<file path="config.mk">
export PLATFORM = sky130hd
export DESIGN_NAME = uart_transmitter
export DESIGN_NICKNAME = d
export VERILOG_FILES = /design/src/rtl/uart_pkg.sv /design/src/rtl/uart_sync_fifo.sv /design/src/rtl/uart_transmitter.sv
export SDC_FILE = /design/constraint.sdc
export NUM_CORES = 1
export LEC_CHECK = 0
export CAP_MARGIN = 20
export CORE_MARGIN = 4
export CORE_UTILIZATION = 56
export CTS_BUF_LIST = sky130_fd_sc_hd__clkbuf_16
export CTS_CLUSTER_SIZE = 25
export DETAILED_ROUTE_END_ITERATION = 6
export PLACE_DENSITY = 0.77
export SYNTH_ARGS = -nofsm -noshare
export SYNTH_HDL_FRONTEND = slang
export SYNTH_HIERARCHICAL = 1
export SYNTH_SLANG_ARGS = --single-unit
</file>
<file path="constraint.sdc">
create_clock -name clk -period 2.35 [get_ports clk]
set_clock_uncertainty 0.15 [all_clocks]
set_input_delay 0.47 -clock clk [delete_from_list [all_inputs] [get_ports clk]]
set_output_delay 0.47 -clock clk [all_outputs]
set_load 0.02 [all_outputs]
</file>
<file path="src/rtl/uart_pkg.sv">
// Shared UART definitions: frame length, transmit FSM states and the
// symbol-time helper used by both transmit and receive sides.
package uart_pkg;

    localparam int unsigned UART_FRAME_BITS = 10;

    typedef enum logic [1:0] {
        StIdle,
        StStart,
        StData,
        StStop
    } uart_tx_state_t;

    function automatic int unsigned symbol_edge_time(input int unsigned clock_freq,
                                                     input int unsigned baud);
        return clock_freq / baud;
    endfunction

endpackage

</file>
<file path="src/rtl/uart_sync_fifo.sv">
// Single-clock FIFO with synchronous active-high reset, full and empty flags.
// Depth must be a power of two so the pointers wrap naturally.
module uart_sync_fifo #(
    parameter int unsigned Width = 8,
    parameter int unsigned Depth = 8
) (
    input  logic             clk,
    input  logic             rst,
    input  logic             push,
    input  logic [Width-1:0] push_data,
    input  logic             pop,
    output logic [Width-1:0] pop_data,
    output logic             full,
    output logic             empty
);

    localparam int unsigned PtrW = (Depth > 1) ? $clog2(Depth) : 1;

    logic [Width-1:0] mem_q [Depth];
    logic [PtrW-1:0]  wr_ptr_q, rd_ptr_q;
    logic [PtrW:0]    count_q;
    logic             do_push, do_pop;

    assign full     = (count_q == (PtrW + 1)'(Depth));
    assign empty    = (count_q == '0);
    assign do_push  = push && !full;
    assign do_pop   = pop && !empty;
    assign pop_data = mem_q[rd_ptr_q];

    always_ff @(posedge clk) begin
        if (rst) begin
            wr_ptr_q <= '0;
            rd_ptr_q <= '0;
            count_q  <= '0;
        end else begin
            if (do_push) begin
                wr_ptr_q <= wr_ptr_q + 1'b1;
            end
            if (do_pop) begin
                rd_ptr_q <= rd_ptr_q + 1'b1;
            end
            case ({do_push, do_pop})
                2'b10:   count_q <= count_q + 1'b1;
                2'b01:   count_q <= count_q - 1'b1;
                default: count_q <= count_q;
            endcase
        end
    end

    // Storage needs no reset; occupancy is tracked by count_q alone.
    always_ff @(posedge clk) begin
        if (do_push) begin
            mem_q[wr_ptr_q] <= push_data;
        end
    end

endmodule

</file>
<file path="src/rtl/uart_transmitter.sv">
// 8N1 UART transmitter with ready/valid byte input. Define
// UART_TRANSMITTER_FIFO_EN to buffer bytes in a FIFO_DEPTH-entry FIFO.
module uart_transmitter
    import uart_pkg::*;
#(
    parameter int unsigned CLOCK_FREQ = 50_000_000,
    parameter int unsigned BAUD_RATE  = 115200,
    parameter int unsigned FIFO_DEPTH = 8
) (
    input  logic       clk,
    input  logic       rst,
    input  logic [7:0] data_in,
    input  logic       data_in_valid,
    output logic       data_in_ready,
    output logic       serial_out,
    output logic       tx_busy
);

    localparam int unsigned SymbolTime = symbol_edge_time(CLOCK_FREQ, BAUD_RATE);
    localparam int unsigned SymCntW    = (SymbolTime > 1) ? $clog2(SymbolTime) : 1;
    localparam logic [SymCntW-1:0] SymLast = SymCntW'(SymbolTime - 1);
    localparam int unsigned DataBits   = UART_FRAME_BITS - 2;
    localparam logic [2:0] BitLast     = 3'(DataBits - 1);

    uart_tx_state_t     state_q, state_d;
    logic [SymCntW-1:0] sym_cnt_q, sym_cnt_d;
    logic [2:0]         bit_cnt_q, bit_cnt_d;
    logic [7:0]         shift_q, shift_d;
    logic               serial_q, serial_d;
    logic               tx_busy_q, tx_busy_d;

    logic       have_byte;
    logic [7:0] next_byte;
    logic       take_byte;
    logic       buffered;
    logic       sym_wrap;

`ifdef UART_TRANSMITTER_FIFO_EN
    localparam bit ChainFrames = 1'b1;

    logic       fifo_full, fifo_empty, fifo_push;
    logic [7:0] fifo_data;

    assign data_in_ready = !fifo_full && !rst;
    assign fifo_push     = data_in_valid && data_in_ready;
    assign have_byte     = !fifo_empty;
    assign next_byte     = fifo_data;
    assign buffered      = fifo_push || !fifo_empty;

    uart_sync_fifo #(
        .Width(8),
        .Depth(FIFO_DEPTH)
    ) u_fifo (
        .clk      (clk),
        .rst      (rst),
        .push     (fifo_push),
        .push_data(data_in),
        .pop      (take_byte),
        .pop_data (fifo_data),
        .full     (fifo_full),
        .empty    (fifo_empty)
    );
`else
    localparam bit ChainFrames = 1'b0;

    // Without a FIFO the shifter is the only buffer; depth and pop are irrelevant.
    logic unused_cfg;
    assign unused_cfg = ^{FIFO_DEPTH, take_byte};

    assign data_in_ready = (state_q == StIdle) && !rst;
    assign have_byte     = data_in_valid && data_in_ready;
    assign next_byte     = data_in;
    assign buffered      = 1'b0;
`endif

    assign sym_wrap   = (sym_cnt_q == SymLast);
    assign serial_out = serial_q;
    assign tx_busy    = tx_busy_q;
    assign tx_busy_d  = (state_d != StIdle) || buffered;

    always_ff @(posedge clk) begin
        if (rst) begin
            state_q   <= StIdle;
            sym_cnt_q <= '0;
            bit_cnt_q <= '0;
            shift_q   <= '0;
            serial_q  <= 1'b1;
            tx_busy_q <= 1'b0;
        end else begin
            state_q   <= state_d;
            sym_cnt_q <= sym_cnt_d;
            bit_cnt_q <= bit_cnt_d;
            shift_q   <= shift_d;
            serial_q  <= serial_d;
            tx_busy_q <= tx_busy_d;
        end
    end

    // serial_d always carries the level of the symbol that starts on the next edge.
    always_comb begin
        state_d   = state_q;
        sym_cnt_d = sym_cnt_q;
        bit_cnt_d = bit_cnt_q;
        shift_d   = shift_q;
        serial_d  = serial_q;
        take_byte = 1'b0;

        case (state_q)
            StIdle: begin
                serial_d = 1'b1;
                if (have_byte) begin
                    take_byte = 1'b1;
                    shift_d   = next_byte;
                    serial_d  = 1'b0;
                    sym_cnt_d = '0;
                    bit_cnt_d = '0;
                    state_d   = StStart;
                end
            end
            StStart: begin
                if (sym_wrap) begin
                    sym_cnt_d = '0;
                    bit_cnt_d = '0;
                    serial_d  = shift_q[0];
                    shift_d   = {1'b0, shift_q[7:1]};
                    state_d   = StData;
                end else begin
                    sym_cnt_d = sym_cnt_q + 1'b1;
                end
            end
            StData: begin
                if (sym_wrap) begin
                    sym_cnt_d = '0;
                    if (bit_cnt_q == BitLast) begin
                        serial_d = 1'b1;
                        state_d  = StStop;
                    end else begin
                        bit_cnt_d = bit_cnt_q + 3'd1;
                        serial_d  = shift_q[0];
                        shift_d   = {1'b0, shift_q[7:1]};
                    end
                end else begin
                    sym_cnt_d = sym_cnt_q + 1'b1;
                end
            end
            StStop: begin
                if (sym_wrap) begin
                    sym_cnt_d = '0;
                    // With a FIFO the next start bit follows the stop bit directly.
                    if (ChainFrames && have_byte) begin
                        take_byte = 1'b1;
                        shift_d   = next_byte;
                        serial_d  = 1'b0;
                        bit_cnt_d = '0;
                        state_d   = StStart;
                    end else begin
                        serial_d = 1'b1;
                        state_d  = StIdle;
                    end
                end else begin
                    sym_cnt_d = sym_cnt_q + 1'b1;
                end
            end
            default: begin
                serial_d = 1'b1;
                state_d  = StIdle;
            end
        endcase
    end

endmodule
</file>
==> flow_summary.ini <==
[outcome]
run_status = finished, final reports clean

[yosys]
synth_seq_cells = 24
yosys.area.top_type = dfxtp_1
synth_edf_count = 0
seq_area_frac_synth_pct = 33.65
synth_top_area_share_pct = 33.65
synthArstFlopShare_pct = 0
syn_area_um2 = 1428
yosysMostFrequentCell = dfxtp_1
synth_top_cells_by_area = dfxtp_1 34%, a311oi_1 8.6%, ha_1 7.9%, a21oi_1 6.3%, mux2i_1 4.9%
synthCells = 159
ys_warn_count = 6
ys_types = 42
syn_area_per_cell_um2 = 8.979
ys.flop_type = dfxtp_1
synth_nets = 179
ys_top_cells_by_count = 24 x dfxtp_1, 18 x a21oi_1, 14 x a311oi_1

[final_layout]
fin_cells = 198
fin_area_um2 = 1668
drive_gt1_share_pct = 8.929
multi_input_area_um2 = 847.1
ff_latch_area_um2 = 480.5
fill_cells = 197
finalNetCount = 189
syn_to_final_growth_pct = 16.83
n_antenna_cell = 0
post-route-util_pct = 67.94

[clocking]
clock_latency_ps = 260
clock_sinks = 24
cts_root_buffer = clkbuf_16
cts.clk_slew.worst_paths_ps = 60
cts_hold_buf = 0
cts_buffers = 3
cts_tree = done
cts_buffer_depth = 2
htreeDepth = 1

[critical_path]
crit_path_end_kind = flop
r2r-end = shift_q[3]
worstSetupPathType = flop to flop
critical_path.endpoint = shift_q[3]
startpoint = state_q[0]
startpoint_type = flop
rr_worst_depth = 6
reg2reg_slack_ps = 250
r2r_start = state_q[0]
worst_ep_required_time_ps = 2370
cp.arrival_ps = 2110
crit_fanout = 18

[worst_hold_path]
hold_path_class = flop to flop

[floorplan]
start_util_pct = 58.15
pin_count = 14
fp-row-count = 18
fp.dieArea_um2 = 3421
die_w_um = 58.49
die_h_um = 58.49
core-area_um2 = 2455

[timing]
rsz0062_at_grt = false
max-slew-margin-rel_pct = 54.10
period_share_pct = 89.16
fmax_mhz = 477.3
finalHoldViolations = 0
finalHoldWorstSlack_ps = 315.9
setup_viol = 0
fin_setup_tns_ps = 0
setup_slack_ps = 254.8
worstMarginPinSlew_ps = 688.4
slew_viol_final = 0
layout_min_cycle_time_ps = 2095

[power]
netSwitchingFraction_pct = 27.12
combPwrFrac_pct = 25.1
leakage_nw = 0.5899
peakVddDrop_uv = 481.7
p_clk_share_pct = 38.1
p_switching_mw = 0.3439
power.total_mw = 1.268
p_per_area_nw_per_um2 = 760.3
p_int_mw = 0.9242
seqPwrFrac_pct = 36.9

[grt]
grt_pass1_wl_um = 5637
grt_use_total_pct = 21.25
grt_max_degree = 24
antenna_found_initial = 0
overflow = 0
grt_pass1_vias = 1225

[run]
cap_violations = 0

[placed_design]
placedCellCount = 194
gp_congestion = 0.8801
dp_hpwl_um = 2212
port_buffers = 13
dp_slack_ps = 97.36
placed_cell_area_um2 = 1560

[routing]
ant_nets = 0
routed_via_density = 6.328
dr.pass1.iters = 4
drc = 0
avgRoutedWirePerCell_um = 15.95
drt-initial-drc-count = 92
drt_wl_total_um = 3159
vias = 1253
[timing repair]
item                       4_1_cts  5_1_grt
setup buffers                    0        0
resized for setup                0        1
setup endpoints to repair        0        1
[layer usage]
layer  track usage [%]  vias to the layer above  part of all wire, %
met2             37.00                       41                   49
li1                  -                      627                    -
met5                 0                        -                    0
met3             3.947                        5                  6.2
met1             25.27                      580                   43
met4             9.272                        0                  1.7
[how the worst min path moves through the flow]
stage,from,endpoint,slack (ps),cells past startpoint
after floorplan,shift_q[7],shift_q[7],300,2
after global placement,serial_out,serial_out,300,2
after detailed placement,serial_out,serial_out,300,2
after CTS,serial_out,serial_out,320,2
after global routing,serial_out,serial_out,340,2
final,serial_out,serial_out,320,2
[critical path, stage by stage (launching register included)]
cell and delay [ps]:
dfxtp_1 400, inv_1 120, ha_1 280, or2_2 350, o21ai_2 280, a21oi_1 150
a311oi_1 260
[layout make-up]
cell class                 instances  share of cell area [%]
multi-input combinational        117                   50.79
timing repair buffer              17                   10.50
clock inverter                     1                   1.800
tap                               30                   2.251
clock buffer                       3                   4.501
sequential                        24                   28.81
inverter                           6                   1.350
[state kept, by name, summed over array words and instances (netlist names)]
| name | count |
|---|---|
| bit_cnt_q | 3 |
| serial_out | 1 |
| shift_q | 8 |
| state_q | 2 |
| sym_cnt_q | 9 |
| tx_busy | 1 |
[layout by cell type, fill, tap and decap left out, drive strengths merged, types with 3 or more instances in the layout]
cell type      netlist  layout
inv                  6       6
nor2                13      13
nand4b               3       3
clkdlybuf4s50        0      12
buf                  9       4
nand4                4       4
nand2b               4       4
nand2                7       7
o21ai                9       9
dfxtp               24      24
clkbuf               3       3
mux2i                7       7
ha                   9       9
a21oi               19      19
a311oi              14      14
nor3                 5       5
[kinds of logic (layout without fill, tap and decap cells)]
group	after synthesis	after routing	share of synthesized area (%)
buffers and inverters	18	27	7.011
adder cells (fa/ha/maj)	9	9	7.888
AND/OR/NAND/NOR	47	47	18.93
multiplexers	7	7	4.908
AO/OA/AOI/OAI	54	54	27.61
flip-flops	24	24	33.65
[power groups by stage]
| stage | Combinational (mW) | Clock [mW] | Sequential (mW) |
|---|---|---|---|
| 2_1_floorplan | 0.230 | 0 | 0.479 |
| 3_3_place_gp | 0.307 | 0 | 0.475 |
| 5_1_grt | 0.355 | 0.513 | 0.472 |
| 6_report | 0.318 | 0.483 | 0.467 |
| 3_5_place_dp | 0.314 | 0 | 0.476 |
| 4_1_cts | 0.318 | 0.492 | 0.467 |
Power figures use the tool's default switching activity.
